## src/rtl/div_pipe_arb_pkg.sv

```systemverilog
// div_pipe_arb_pkg
// Shared types and helpers for the pipelined-divider arbiter.
//   arb_state_t : arbiter control state (IDLE / RUN / DRAIN)
//   tag_t       : {valid, id} tag carried alongside each in-flight divide
//   rr_pick     : round-robin one-hot pick from a request vector and pointer
// MAX_REQ / MAX_ID_W bound the supported requester count (2..8).
package div_pipe_arb_pkg;

  localparam int MAX_REQ  = 8;
  localparam int MAX_ID_W = 3;

  typedef enum logic [1:0] {
    IDLE,
    RUN,
    DRAIN
  } arb_state_t;

  typedef struct packed {
    logic                valid;
    logic [MAX_ID_W-1:0] id;
  } tag_t;

  // Search upward from ptr, wrapping at n; the first set request wins.
  // Only the low n bits of req are ever considered.
  function automatic logic [MAX_REQ-1:0] rr_pick(input logic [MAX_REQ-1:0]  req,
                                                 input logic [MAX_ID_W-1:0] ptr,
                                                 input int unsigned         n);
    logic [MAX_REQ-1:0]  gnt;
    logic [MAX_ID_W-1:0] idx;
    gnt = '0;
    for (int unsigned k = 0; k < MAX_REQ; k++) begin
      idx = MAX_ID_W'((32'(ptr) + k) % n);
      if (k < n && gnt == '0 && req[idx]) begin
        gnt[idx] = 1'b1;
      end
    end
    return gnt;
  endfunction

endpackage

```

## src/rtl/div_tag_pipe.sv

```systemverilog
// div_tag_pipe
// Shift register of {valid, id} tags that travels in lock-step with the
// divider so that each returning result can be matched to its requester.
// Ports:
//   clk, rst_n : clock, asynchronous active-low reset (clears all stages)
//   in_tag     : tag loaded into stage 0 every cycle
//   tail       : last stage, lines up with the divider result strobe
//   any_valid  : at least one stage holds a valid tag
module div_tag_pipe
  import div_pipe_arb_pkg::*;
#(
  parameter int DEPTH = 10
) (
  input  logic clk,
  input  logic rst_n,
  input  tag_t in_tag,
  output tag_t tail,
  output logic any_valid
);

  tag_t [DEPTH-1:0] stage;

  always_ff @(posedge clk or negedge rst_n) begin
    if (!rst_n) begin
      stage <= '0;
    end else begin
      stage <= {stage[DEPTH-2:0], in_tag};
    end
  end

  assign tail = stage[DEPTH-1];

  always_comb begin
    any_valid = 1'b0;
    for (int k = 0; k < DEPTH; k++) begin
      any_valid = any_valid | stage[k].valid;
    end
  end

endmodule

```

## src/rtl/div_pipe_arbiter.sv

```systemverilog
// div_pipe_arbiter
// Shares one fixed-latency pipelined divider among NUM_REQ requesters.
// Round-robin grants at most one divide per cycle, tags it with the
// requester id, and routes the returning result back to that requester.
// Ports:
//   clk, rst_n          : clock, asynchronous active-low reset
//   arb_en              : allow new grants (low = drain in-flight work)
//   req_valid/req_ready : per-requester request / one-hot combinational grant
//   req_dividend/divisor: packed operands, requester i at [i*WIDTH +: WIDTH]
//   div_start/div_*     : registered issue to the divider
//   div_data_valid/...  : divider result inputs
//   rsp_valid/rsp_*     : one-hot result pulse plus shared result bus
//   busy                : an op is being issued or is in flight
//   tag_err             : sticky, divider strobe disagreed with the tag pipe
// Optional: define DIV_PIPE_ARB_STATS_EN to add stat_issued / stat_dbz
// 16-bit wrapping counters of handshakes and divide-by-zero responses.
module div_pipe_arbiter
  import div_pipe_arb_pkg::*;
#(
  parameter int NUM_REQ     = 4,
  parameter int WIDTH       = 4,
  parameter int DIV_LATENCY = 9
) (
  input  logic                     clk,
  input  logic                     rst_n,
  input  logic                     arb_en,
  input  logic [NUM_REQ-1:0]       req_valid,
  output logic [NUM_REQ-1:0]       req_ready,
  input  logic [NUM_REQ*WIDTH-1:0] req_dividend,
  input  logic [NUM_REQ*WIDTH-1:0] req_divisor,
  output logic                     div_start,
  output logic [WIDTH-1:0]         div_dividend,
  output logic [WIDTH-1:0]         div_divisor,
  input  logic                     div_data_valid,
  input  logic [WIDTH-1:0]         div_quotient,
  input  logic                     div_by_zero_in,
  output logic [NUM_REQ-1:0]       rsp_valid,
  output logic [WIDTH-1:0]         rsp_quotient,
  output logic                     rsp_div_by_zero,
  output logic                     busy,
  output logic                     tag_err
`ifdef DIV_PIPE_ARB_STATS_EN
  ,
  output logic [15:0]              stat_issued,
  output logic [15:0]              stat_dbz
`endif
);

  localparam int ID_W = $clog2(NUM_REQ);

  logic [ID_W-1:0]    ptr;
  logic [ID_W-1:0]    grant_idx;
  logic [MAX_REQ-1:0] gnt_full;
  logic               handshake;
  logic [WIDTH-1:0]   sel_dividend;
  logic [WIDTH-1:0]   sel_divisor;
  tag_t               in_tag;
  tag_t               tail;
  logic               pipe_busy;
  arb_state_t         state;

  // A grant is only ever given to a requester that is asserting valid, so
  // any grant bit is a handshake.
  always_comb begin
    gnt_full     = arb_en ? rr_pick(MAX_REQ'(req_valid), MAX_ID_W'(ptr), NUM_REQ) : '0;
    handshake    = |gnt_full;
    req_ready    = gnt_full[NUM_REQ-1:0];
    grant_idx    = '0;
    sel_dividend = '0;
    sel_divisor  = '0;
    for (int k = 0; k < NUM_REQ; k++) begin
      if (gnt_full[k]) begin
        grant_idx    = ID_W'(k);
        sel_dividend = req_dividend[k*WIDTH +: WIDTH];
        sel_divisor  = req_divisor[k*WIDTH +: WIDTH];
      end
    end
    in_tag = '{valid: handshake, id: MAX_ID_W'(grant_idx)};
  end

  // Pointer wraps explicitly so non-power-of-two NUM_REQ works.
  always_ff @(posedge clk or negedge rst_n) begin
    if (!rst_n) begin
      ptr          <= '0;
      div_start    <= 1'b0;
      div_dividend <= '0;
      div_divisor  <= '0;
    end else begin
      div_start <= handshake;
      if (handshake) begin
        ptr          <= (grant_idx == ID_W'(NUM_REQ - 1)) ? '0 : grant_idx + 1'b1;
        div_dividend <= sel_dividend;
        div_divisor  <= sel_divisor;
      end
    end
  end

  // Stage 0 is valid alongside div_start, so DIV_LATENCY+1 stages put the
  // tail in the same cycle as the divider result strobe.
  div_tag_pipe #(
    .DEPTH(DIV_LATENCY + 1)
  ) u_tag_pipe (
    .clk      (clk),
    .rst_n    (rst_n),
    .in_tag   (in_tag),
    .tail     (tail),
    .any_valid(pipe_busy)
  );

  // A strobe without a tag, or a tag without a strobe, is dropped and
  // latched as an error; only matched pairs produce a response.
  always_ff @(posedge clk or negedge rst_n) begin
    if (!rst_n) begin
      rsp_valid       <= '0;
      rsp_quotient    <= '0;
      rsp_div_by_zero <= 1'b0;
      tag_err         <= 1'b0;
    end else begin
      rsp_valid <= '0;
      if (tail.valid && div_data_valid) begin
        rsp_valid       <= NUM_REQ'(1) << tail.id;
        rsp_quotient    <= div_quotient;
        rsp_div_by_zero <= div_by_zero_in;
      end
      if (tail.valid != div_data_valid) begin
        tag_err <= 1'b1;
      end
    end
  end

  // busy is registered alongside the state so it always equals state != IDLE.
  always_ff @(posedge clk or negedge rst_n) begin
    if (!rst_n) begin
      state <= IDLE;
      busy  <= 1'b0;
    end else begin
      case (state)
        IDLE: begin
          if (handshake) begin
            state <= RUN;
            busy  <= 1'b1;
          end
        end
        RUN: begin
          if (!arb_en && pipe_busy) begin
            state <= DRAIN;
            busy  <= 1'b1;
          end else if (!pipe_busy && !handshake) begin
            state <= IDLE;
            busy  <= 1'b0;
          end
        end
        DRAIN: begin
          if (handshake) begin
            state <= RUN;
            busy  <= 1'b1;
          end else if (!pipe_busy) begin
            state <= IDLE;
            busy  <= 1'b0;
          end else if (arb_en) begin
            state <= RUN;
            busy  <= 1'b1;
          end
        end
        default: begin
          state <= IDLE;
          busy  <= 1'b0;
        end
      endcase
    end
  end

`ifdef DIV_PIPE_ARB_STATS_EN
  always_ff @(posedge clk or negedge rst_n) begin
    if (!rst_n) begin
      stat_issued <= '0;
      stat_dbz    <= '0;
    end else begin
      if (handshake) begin
        stat_issued <= stat_issued + 16'd1;
      end
      if ((|rsp_valid) && rsp_div_by_zero) begin
        stat_dbz <= stat_dbz + 16'd1;
      end
    end
  end
`endif

endmodule

```

## config.mk

```make
export PLATFORM = sky130hd
export DESIGN_NAME = div_pipe_arbiter
export DESIGN_NICKNAME = d
export VERILOG_FILES = /design/src/rtl/div_pipe_arb_pkg.sv /design/src/rtl/div_tag_pipe.sv /design/src/rtl/div_pipe_arbiter.sv
export SDC_FILE = /design/constraint.sdc
export NUM_CORES = 1
export LEC_CHECK = 0
export BUFFER_PORTS_ARGS = -buffer_cell sky130_fd_sc_hd__buf_2
export CAP_MARGIN = 25
export CORE_MARGIN = 5
export CORE_UTILIZATION = 56
export DETAILED_ROUTE_END_ITERATION = 12
export GPL_TIMING_DRIVEN = 0
export PLACE_DENSITY = 0.92
export SYNTH_ARGS = -nofsm -noshare
export SYNTH_HDL_FRONTEND = slang
export SYNTH_SLANG_ARGS = --single-unit
```

## constraint.sdc

```tcl
create_clock -name clk -period 9.85 [get_ports clk]
set_input_delay 0.4925 -clock clk [delete_from_list [all_inputs] [get_ports clk]]
set_output_delay 0.4925 -clock clk [all_outputs]
set_load 0.005 [all_outputs]
```

==> implementation parameters, run 1 <==
Parameter                              Value

Power
  P_leak    1.45 nW
  Sw frac    41.0%
  PwrDens    376 nW/um2
  Internal power    0.688 mW
  Switching power    0.479 mW
  Clock share of power    12.5%
  Power share of the combinational group    56.3%
  Peak supply drop    0.228 mV
  Sequential share of power    31.2%

Floorplan
  Die area    6030 um2
  Initial core utilization    58.4%
  Standard cell core area    4380 um2
  Cell row count    24
  Count of boundary I/O pins    69
  Vert. Die Dim    77.6 um
  Horizontal die dimension    77.6 um

Timing
  Final Slew Violations    0
  Finish-stage setup viols    0
  Top achievable clock speed    0.243 GHz
  Layout Skew    0.00464 ns
  WHS    0.0377 ns
  Final clock period utilization by the worst path    41.8%
  Hold violation total from the final report    0
  Setup total negative slack    0 ns
  Worst slew margin    54.4%
  Unrepaired setup endpoints after global routing    no
  Worst-margin pin slew    0.684 ns
  Final min period    4.12 ns

Clock tree
  Clock latency on the worst-skew pair    0.30 ns
  Number of H-tree levels    2
  Number of buffers added to fix hold violations after cts    0
  TritonCTS Buffers    5
  Maximum clock path buffer count    2
  Clock transition at the register clock pins on the worst setup and hold paths after CTS    0.09 ns
  TritonCTS clock tree    built
  Root buffer cell    clkbuf_8
  Number of sinks on the clock net    53
  Post-CTS resize count    0
  Post-CTS setup repair buffer count    0

Global route
  Tot GR Track Use    19.6%
  Largest net degree at the start of global routing    46
  Antenna violations before repair    0
  First-pass GRT wire length    9.70 mm
  Global route overflow    0
  Vias in the first global route    2,155

Routing
  Detailed-route wire length    5.43 mm
  Antenna Nets Post-Route    0
  Total via count in the routed design    1,974
  Routed len/inst    16.2 um
  1st-iter DRT viols    99
  Total iterations of the first detailed-routing run    4
  Vias per Instance    5.88
  Post-route DRC    0

Final layout
  Most common cell after layout, fill and taps aside    buf_2
  Final-stage net count    337
  Commonest cells after routing, fill and taps aside    buf_2 (71), dfrtp_1 (53), a22oi_1 (17)
  Ant. Diodes    0
  Ratio of cells with drive above 1 in the final layout    39.4%
  Final-layout fill cell count    303
  Seq. cell area    1330 um2
  Area of the multi-input gates    1170 um2
  Area growth from synthesis to layout    21.1%

Logic synthesis
  Summed instance area of the synthesized netlist    2560 um2
  FF+latch count, synth    53
  Cell variety after synth    54
  Total of warnings raised by yosys    0
  Number of nets produced by synthesis    261
  Post-Synthesis Cells    207
  Proportion of synthesized chip area in sequential cells    51.8%
  Avg Inst Size Synth    12.4 um2

Critical path
  Crit Path Max Fanout    10
  Required time at the worst-slack endpoint    9.36 ns
  Kind of capture point of the worst setup path    output pin
  Sort of element at the start of the critical path    flop
  Path type of the worst setup path    reg -> out
  Arrival time at the worst endpoint    3.62 ns

Placed design
  Routability Congestion    0.862
  Buffers on Ports    68
  Estimated wirelength of the detail-placed design    4.17 mm

Flow run
  Max-capacitance violation count    0

Hold path
  Hold crit path type    in -> async

Outcome
  Run status    finished, final reports clean
[state kept, by name, indices dropped and copies added (netlist names)]
name,cells
div_divisor,4
state,2
ptr,2
tag_err,1
u_tag_pipe.tail,3
rsp_div_by_zero,1
busy,1
div_dividend,4
u_tag_pipe.stage,26
rsp_quotient,4
rsp_valid,4
div_start,1
[layer usage]
metal  vias up  track usage, %  routed length [um]
met1       945            26.8                2350
met5         -               0                   0
met4         0            6.19                  55
met3         4            4.86                 490
met2        91            30.9                2540
li1        934               -                   -
[cells by family after synthesis]
group                    after synthesis  synth area share (%)
multiplexers                          13                  7.28
AND/OR/NAND/NOR                       50                  10.8
XOR/XNOR                               1                 0.342
adder cells (fa/ha/maj)                9                  4.40
buffers and inverters                 13                  2.49
flip-flops                            53                  51.8
AO/OA/AOI/OAI                         68                  22.9
[path summary, 6_finish.rpt]
kind	from	end	slack (ns)	depth (start not counted)
max	ptr[0]$_DFFE_PN0P_	req_ready[1]	5.73	11
max in group asynchronous	rst_n	div_dividend[1]$_DFFE_PN0P_	9.33	2
min	rst_n	rsp_quotient[0]$_DFFE_PN0P_	0.04	1
min reg2reg	u_tag_pipe.stage[1]$_DFF_PN0_	u_tag_pipe.stage[5]$_DFF_PN0_	0.36	0
max reg2reg	ptr[0]$_DFFE_PN0P_	div_dividend[3]$_DFFE_PN0P_	6.01	11
min in group clk	u_tag_pipe.stage[1]$_DFF_PN0_	u_tag_pipe.stage[5]$_DFF_PN0_	0.36	0
[Yosys cell counts (all sizes together)]
cell     n  area share [%]
dfrtp   53              52
a22oi   17             5.0
nor2    13             1.9
o221ai  10             5.6
ha       9             4.4
nand2    9             1.3
nand2b   9             2.2
a21oi    7             1.7
inv      6            0.88
o21ai    6             1.2
buf      5             1.3
mux2     5             2.2
mux2i    4             1.6
mux4     4             3.5
o31a     4             1.4
or4      4             1.3
a21o     3            0.88
a31o     3             1.0
o21bai   3            0.88
a211oi   2            0.78
a21boi   2            0.59
a22o     2            0.68
a31oi    2             1.1
nand3    2            0.39
nor3b    2            0.78
o22ai    2            0.49
or2      2            0.49
or3      2            0.49
a21bo    1            0.39
a41oi    1            0.34
and2     1            0.34
and3     1            0.24
and3b    1            0.34
clkbuf   1            0.15
clkinv   1            0.15
nor2b    1            0.24
nor3     1            0.20
nor4     1            0.24
o211ai   1            0.29
o21a     1            0.29
o22a     1            0.34
or3b     1            0.34
xnor2    1            0.34
[worst max-delay path, cell delays in order, from the launching register on]
cell and delay, ns:
dfrtp_1 0.48, buf_2 0.27, inv_1 0.14, ha_1 0.42, mux4_2 0.55, a21bo_2 0.23
o21ai_1 0.08, a31o_2 0.26, o31a_1 0.36, nor2_1 0.14, buf_2 0.24, buf_2 0.15
[through the flow]
step | cells | setup WS [ns] | total power, mW | utilization (%) | area, um2
2_1_floorplan | 207 | 6.53 | 0.851 | - | 2560
6_report | 336 | 5.73 | 1.17 | 70.7 | 3100
5_1_grt | 336 | 5.46 | 1.26 | 70.7 | 3100
4_1_cts | 336 | 5.73 | 1.17 | 70.7 | 3100
3_5_place_dp | 328 | 6.04 | 1.02 | 68.1 | 2990
3_3_place_gp | 327 | 6.12 | 1.00 | 67.7 | 2970
[layout make-up]
| class | count | area share (%) |
|---|---|---|
| plain buffers | 6 | 1.21 |
| inverters | 7 | 0.847 |
| flip-flops and latches | 53 | 42.8 |
| multi-input cells | 141 | 37.8 |
| clock buffers | 5 | 2.22 |
| well taps | 52 | 2.10 |
| clock inverters | 3 | 1.49 |
| repair buffers | 69 | 11.6 |
[power by group through the flow]
stage / logic [mW] / clock network (mW) / registers, mW
final: 0.657 / 0.146 / 0.364
after global routing: 0.729 / 0.158 / 0.377
after floorplan: 0.493 / 0 / 0.359
after CTS: 0.658 / 0.148 / 0.366
after detailed placement: 0.655 / 0 / 0.369
after global placement: 0.638 / 0 / 0.362
Note: power is estimated with default switching activity, not from simulation.
==> run 2: changes to the inputs <==
--- a/config.mk
+++ b/config.mk
@@ -8,10 +8,10 @@
 export BUFFER_PORTS_ARGS = -buffer_cell sky130_fd_sc_hd__buf_2
 export CAP_MARGIN = 25
 export CORE_MARGIN = 5
-export CORE_UTILIZATION = 56
+export CORE_UTILIZATION = 52
 export DETAILED_ROUTE_END_ITERATION = 12
 export GPL_TIMING_DRIVEN = 0
-export PLACE_DENSITY = 0.92
+export PLACE_DENSITY = 0.87
 export SYNTH_ARGS = -nofsm -noshare
 export SYNTH_HDL_FRONTEND = slang
 export SYNTH_SLANG_ARGS = --single-unit
==> constraint.sdc (replaced) <==
create_clock -name clk -period 4.25 [get_ports clk]
set_input_delay 0.2125 -clock clk [delete_from_list [all_inputs] [get_ports clk]]
set_output_delay 0.2125 -clock clk [all_outputs]
set_load 0.005 [all_outputs]
==> run 2 against run 1 <==
Net effect:
- die area is 6.7% higher
- non-clock buffer count is 1 higher
- design area is 0.24% higher
- setup slack worse by 5.3 ns
- total power is 130% higher
- routed wire length is 1.7% higher
- combinational power is 130% higher
- clock power is 95% higher
- count of clock-buffer cells in the layout stayed put
- sequential power is 130% higher
- highest routed layer unchanged
- first-iteration DRC count is 19% lower
==> implementation parameters, run 2 (synthesis results as in run 1) <==
Parameter                              Value

Timing
  Layout Skew    0.00486 ns (+0.000219 ns)
  Final clock period utilization by the worst path    90.6%
  Finish-stage setup viols    0 (unchanged)
  Final Slew Violations    0 (unchanged)
  Setup total negative slack    0 ns (unchanged)
  Hold violation total from the final report    0 (unchanged)
  Final min period    3.85 ns
  Top achievable clock speed    0.260 GHz
  Worst-margin pin slew    0.710 ns (+0.0252 ns)
  Unrepaired setup endpoints after global routing    no
  Worst slew margin    52.7% (-1.7 points)

Critical path
  Path type of the worst setup path    reg -> out
  Buffers & Inverters on Critical Path    4 (unchanged)
  Sort of element at the start of the critical path    flop
  Kind of capture point of the worst setup path    output pin
  Arrival time at the worst endpoint    3.64 ns (+0.02 ns)
  Highest cell delay on the worst timing path    0.55 ns (about the same)
  Cell repeated most along the worst path    buf_2
  Crit Path Max Fanout    10 (unchanged)
  Required time at the worst-slack endpoint    4.04 ns (-5.32 ns)
  CP delay by family, top    compound AO/OA/AOI/OAI gates
  Worst path slowest cell    mux4_2
  Cell Chain, Critical Path    buf_2, inv_1, ha_1, mux4_2, a21bo_2, o21ai_1, a31o_2, o31a_1, nor2_1, buf_2, buf_2

Global route
  Global route overflow    0 (unchanged)
  First-pass GRT wire length    9.18 mm (-5.4%)
  Largest net degree at the start of global routing    30 (-35%)
  Vias in the first global route    2,010 (-6.7%)
  Antenna violations before repair    0 (unchanged)
  Tot GR Track Use    18.2% (-1.4 points)

Placed design
  Buffers on Ports    68 (unchanged)
  Estimated wirelength of the detail-placed design    4.22 mm (+1.2%)
  Routability Congestion    0.844 (-2.1%)

Clock tree
  Number of sinks on the clock net    53 (unchanged)
  Number of H-tree levels    2 (unchanged)
  Post-CTS resize count    0 (unchanged)
  Clock latency on the worst-skew pair    0.30 ns (about the same)
  TritonCTS Buffers    5 (unchanged)
  TritonCTS clock tree    built
  Number of buffers added to fix hold violations after cts    1 (+1)
  Clock transition at the register clock pins on the worst setup and hold paths after CTS    0.09 ns (about the same)
  Maximum clock path buffer count    2 (unchanged)
  Post-CTS setup repair buffer count    0 (unchanged)
  Root buffer cell    clkbuf_8

Routing
  Total iterations of the first detailed-routing run    6 (+2)
  1st-iter DRT viols    80 (-19%)
  Total via count in the routed design    2,008 (+1.7%)
  Antenna Nets Post-Route    0 (unchanged)
  Sum of met2 wire segment lengths after detailed routing    2.65 mm (+4.4%)
  Post-route DRC    0 (unchanged)
  Vias per Instance    5.70 (-2.9%)
  Detailed-route wire length    5.53 mm (+1.7%)
  Routed len/inst    15.7 um (-2.9%)
  Highest layer used for signal routing    met4
  Met1 layer wirelength in the final routing    2.41 mm (+2.5%)
  Met3 WL    425 um (-13%)

Floorplan
  Cell row count    25 (+4.2%)
  Die area    6430 um2 (+6.7%)
  Horizontal die dimension    80.2 um (+3.3%)
  Standard cell core area    4750 um2 (+8.4%)
  Initial core utilization    53.9% (-4.6 points)
  Vert. Die Dim    80.2 um (+3.3%)
  Count of boundary I/O pins    69 (unchanged)

Final layout
  Final-layout fill cell count    371 (+22%)
  Commonest cells after routing, fill and taps aside    buf_2 (71), dfrtp_1 (53), a22oi_1 (17)
  Area growth from synthesis to layout    21.4%
  Ant. Diodes    0 (unchanged)
  Max reg flops    26 (unchanged)
  Most common cell after layout, fill and taps aside    buf_2
  Final-stage net count    338 (+0.30%)
  Ratio of cells with drive above 1 in the final layout    39.3% (-0.14 points)
  Largest reg by FF count    u_tag_pipe.stage

Hold path
  Hold crit path type    in -> reg

Outcome
  Run status    finished, final reports clean

Power
  PwrDens    854 nW/um2 (+130%)
  Peak supply drop    0.536 mV (+130%)
  P_leak    1.45 nW (-0.37%)
  Overall power after layout    2.66 mW (+130%)

Flow run
  Max-capacitance violation count    0 (unchanged)
==> run 2: changes by cell type in the layout (fill, tap and decap cells not counted), sizes merged <==
cell | previous run | this run
bufinv | 1 | 0
dlygate4sd3 | 0 | 1
inv | 6 | 7
==> run 2: worst register-to-register path: cells and delay by family (launching register included) <==
kind / cells / cell delay, ns
AND/OR/NAND/NOR: 2 / 0.69
buffers and inverters: 2 / 0.40
AO/OA/AOI/OAI: 6 / 1.79
adder cells (fa/ha/maj): 1 / 0.31
flip-flops: 1 / 0.48
==> run 2: final timing paths <==
| path | to | start | slack (ns) | depth (start not counted) |
|---|---|---|---|---|
| setup / recovery | req_ready[1] | ptr[0]$_DFFE_PN0P_ | 0.40 | 11 |
| hold / removal | rsp_quotient[2]$_DFFE_PN0P_ | div_quotient[2] | 0.14 | 2 |
| setup reg to reg | div_divisor[0]$_DFFE_PN0P_ | ptr[0]$_DFFE_PN0P_ | 0.45 | 11 |
| hold reg to reg | u_tag_pipe.stage[13]$_DFF_PN0_ | u_tag_pipe.stage[9]$_DFF_PN0_ | 0.35 | 0 |
| max in group asynchronous | u_tag_pipe.stage[0]$_DFF_PN0_ | rst_n | 3.26 | 3 |
| min in group asynchronous | u_tag_pipe.stage[27]$_DFF_PN0_ | rst_n | 0.44 | 2 |
==> run 2: area by class of cell <==
| cell class | count | area [um2] | area share [%] |
|---|---|---|---|
| multi-input combinational | 141 | 1170 | 37.7 |
| sequential | 53 | 1330 | 42.7 |
| tap | 67 | 83.8 | 2.70 |
| clock inverter | 3 | 25.0 | 0.805 |
| buffer | 6 | 37.5 | 1.21 |
| clock buffer | 5 | 68.8 | 2.21 |
| timing repair buffer | 70 | 370 | 11.9 |
| inverter | 7 | 26.3 | 0.845 |
==> run 2: metal layers <==
metal / vias up / global-route usage (%)
li1: 939 / -
met1: 989 / 23.7
met2: 75 / 30.0
met3: 5 / 4.71
met4: 0 / 5.24
met5: - / 0
==> run 2: metrics by stage <==
step	util, %	instances	setup WS, ns	hold WS [ns]	cell area [um2]
after CTS	65.4	352	0.385	0.129	3110
after global placement	62.8	342	0.515	0.336	2990
after detailed placement	63.2	343	0.466	0.243	3010
after floorplan	-	207	0.944	-0.0831	2560
after global routing	65.4	352	0.169	0.135	3110
final	65.4	352	0.397	0.140	3110
==> run 2: power breakdown <==
group	internal [mW]	switching [mW]
combinational	0.699	0.832
sequential	0.721	0.121
clock	0.119	0.165
total	1.54	1.12
==> run 3: changes to the inputs <==
--- a/config.mk
+++ b/config.mk
@@ -7,6 +7,7 @@
 export LEC_CHECK = 0
 export BUFFER_PORTS_ARGS = -buffer_cell sky130_fd_sc_hd__buf_2
 export CAP_MARGIN = 25
+export CORE_ASPECT_RATIO = 1.25
 export CORE_MARGIN = 5
 export CORE_UTILIZATION = 52
 export DETAILED_ROUTE_END_ITERATION = 12
==> run 3 against run 2 <==
Net effect:
- routed wire length is 3.8% lower
- critical path depth unchanged
- global-route usage decreased by 0.070 points
- largest cell class unchanged
- final cell count is 2.0% lower
- total power up 1.1%
- non-clock buffer count unchanged
==> implementation parameters, run 3 (synthesis results as in run 1) <==
Parameter                              Value

Power
  Sequential share of power    31.3% (-0.4 points)
  PwrDens    861 nW/um2 (+0.77%)
  Switching power    1.09 mW (-2.6%)
  Peak supply drop    0.505 mV (-5.9%)
  Internal power    1.60 mW (+3.7%)
  Sw frac    40.5% (-1.5 points)
  Power share of the combinational group    56.4% (-1.2 points)
  P_leak    1.46 nW (+0.73%)
  Clock share of power    12.3% (+1.6 points)

Floorplan
  Cell row count    28 (+12%)
  Horizontal die dimension    72.8 um (-9.2%)
  Count of boundary I/O pins    69 (unchanged)
  Initial core utilization    53.8% (-0.11 points)
  Vert. Die Dim    88.5 um (+10%)
  Standard cell core area    4760 um2 (+0.21%)
  Die area    6440 um2 (+0.14%)

Final layout
  Largest reg by FF count    u_tag_pipe.stage
  Most common cell after layout, fill and taps aside    buf_2
  Commonest cells after routing, fill and taps aside    buf_2 (71), dfrtp_1 (53), a22oi_1 (17)
  Final-stage net count    338 (unchanged)
  Ratio of cells with drive above 1 in the final layout    38.9% (-0.35 points)
  Max reg flops    26 (unchanged)
  Final Instance Area    3120 um2 (+0.28%)
  Ant. Diodes    0 (unchanged)
  Area growth from synthesis to layout    21.7%

Critical path
  Crit Path Max Fanout    10 (unchanged)
  Sort of element at the start of the critical path    flop
  Setup crit start    ptr[0]$_DFFE_PN0P_
  Reg-to-Reg Start    ptr[0]$_DFFE_PN0P_
  Required time at the worst-slack endpoint    4.04 ns (about the same)
  Worst Reg2Reg Path Length in Cells    11 (unchanged)
  Worst Setup EP    req_ready[1]
  Reg-to-Reg End    div_divisor[1]$_DFFE_PN0P_
  Arrival time at the worst endpoint    3.62 ns (-0.02 ns)
  Reg2Reg Setup Slack    0.48 ns (+0.03 ns)
  Kind of capture point of the worst setup path    output pin
  Path type of the worst setup path    reg -> out

Outcome
  Run status    finished, final reports clean

Global route
  First-pass GRT wire length    9.02 mm (-1.7%)
  Largest net degree at the start of global routing    30 (unchanged)
  Tot GR Track Use    18.1% (-0.070 points)
  Vias in the first global route    1,995 (-0.75%)
  Global route overflow    0 (unchanged)
  Antenna violations before repair    0 (unchanged)

Timing
  Final min period    3.83 ns (-0.0177 ns)
  Layout Skew    0.00590 ns (+0.00104 ns)
  Worst slew margin    54.2% (+1.5 points)
  Top achievable clock speed    0.261 GHz (+0.46%)
  Finish-stage setup viols    0 (unchanged)
  Final clock period utilization by the worst path    90.2% (-0.42 points)
  Final Slew Violations    0 (unchanged)
  Unrepaired setup endpoints after global routing    no
  Worst-margin pin slew    0.687 ns (-0.0226 ns)
  Hold violation total from the final report    0 (unchanged)
  Setup total negative slack    0 ns (unchanged)

Routing
  Routed len/inst    15.4 um (-1.8%)
  Total iterations of the first detailed-routing run    4 (-2)
  Vias per Instance    5.66 (-0.77%)
  Post-route DRC    0 (unchanged)
  Total via count in the routed design    1,953 (-2.7%)
  Detailed-route wire length    5.32 mm (-3.8%)
  1st-iter DRT viols    70 (-13%)
  Antenna Nets Post-Route    0 (unchanged)

Hold path
  Hold crit path type    in -> reg

Placed design
  Routability Congestion    0.791 (-6.3%)
  Area post-placement    3000 um2 (-0.29%)
  Buffers on Ports    68 (unchanged)
  Estimated wirelength of the detail-placed design    4.04 mm (-4.3%)

Clock tree
  Maximum clock path buffer count    2 (unchanged)
  Number of sinks on the clock net    53 (unchanged)
  Clock latency on the worst-skew pair    0.30 ns (about the same)
  TritonCTS Buffers    5 (unchanged)
  Number of H-tree levels    2 (unchanged)
  Root buffer cell    clkbuf_8
  Clock transition at the register clock pins on the worst setup and hold paths after CTS    0.09 ns (about the same)
  TritonCTS clock tree    built

Flow run
  Max-capacitance violation count    0 (unchanged)
## run 3: worst min path at each step
stage,slack [ns],cells past startpoint,to,from
5_1_grt,0.13,2,rsp_quotient[2]$_DFFE_PN0P_,div_quotient[2]
4_1_cts,0.13,2,rsp_quotient[2]$_DFFE_PN0P_,div_quotient[2]
6_report,0.14,2,rsp_quotient[2]$_DFFE_PN0P_,div_quotient[2]
3_3_place_gp,0.34,0,u_tag_pipe.stage[29]$_DFF_PN0_,u_tag_pipe.stage[25]$_DFF_PN0_
2_1_floorplan,-0.08,0,busy$_DFFE_PN0P_,rst_n
3_5_place_dp,0.23,1,u_tag_pipe.tail[3]$_DFF_PN0_,rst_n
## run 3: critical path, cell delays in order (launching register included)
cell and delay [ns]:
dfrtp_1 0.48, buf_2 0.27, inv_1 0.14, ha_1 0.41, mux4_2 0.55, a21bo_2 0.23, o21ai_1 0.07, a31o_2 0.26
o31a_1 0.36, nor2_1 0.15, buf_2 0.24, buf_2 0.15
## run 3: area by class of cell
class	instances	area, um2
multi-input combinational	141	1170
clock buffer	6	72.6
tap	60	75.1
buffer	6	37.5
fill	363	1650
inverter	7	26.3
timing repair buffer	70	370
clock inverter	2	38.8
sequential	53	1330
## run 3: per-layer routing
metal / vias to the layer above / part of all wire [%] / track usage (%)
met5: - / 0 / 0
met4: 0 / 1.3 / 5.20
met3: 7 / 8.6 / 4.20
met2: 85 / 47 / 30.2
met1: 924 / 43 / 23.7
li1: 937 / - / -
## run 3: metrics by stage
stage               setup slack [ns]  power [mW]  util, %  std cells  hold slack (ns)
finish                         0.415        2.68     65.4        345            0.142
global route                   0.163        2.90     65.4        345            0.135
CTS                            0.401        2.70     65.4        345            0.133
detailed placement             0.490        2.36     62.9        336            0.235
global placement               0.573        2.31     62.5        335            0.335
floorplan                      0.944        1.97        -        207          -0.0831
## run 3: timing repair
| item | 4_1_cts | 5_1_grt |
|---|---|---|
| hold endpoints to repair | 24 | 0 |
| gates resized for setup | 0 | 0 |
| setup buffers | 0 | 0 |
| endpoints found under the setup margin | 0 | 0 |
| hold buffers | 1 | 0 |
## run 3: power by group through the flow
| stage | Sequential [mW] | Clock (mW) | Combinational, mW |
|---|---|---|---|
| 6_report | 0.840 | 0.330 | 1.52 |
| 5_1_grt | 0.869 | 0.361 | 1.67 |
| 4_1_cts | 0.843 | 0.341 | 1.51 |
| 3_5_place_dp | 0.851 | 0 | 1.51 |
| 3_3_place_gp | 0.840 | 0 | 1.47 |
| 2_1_floorplan | 0.831 | 0 | 1.14 |
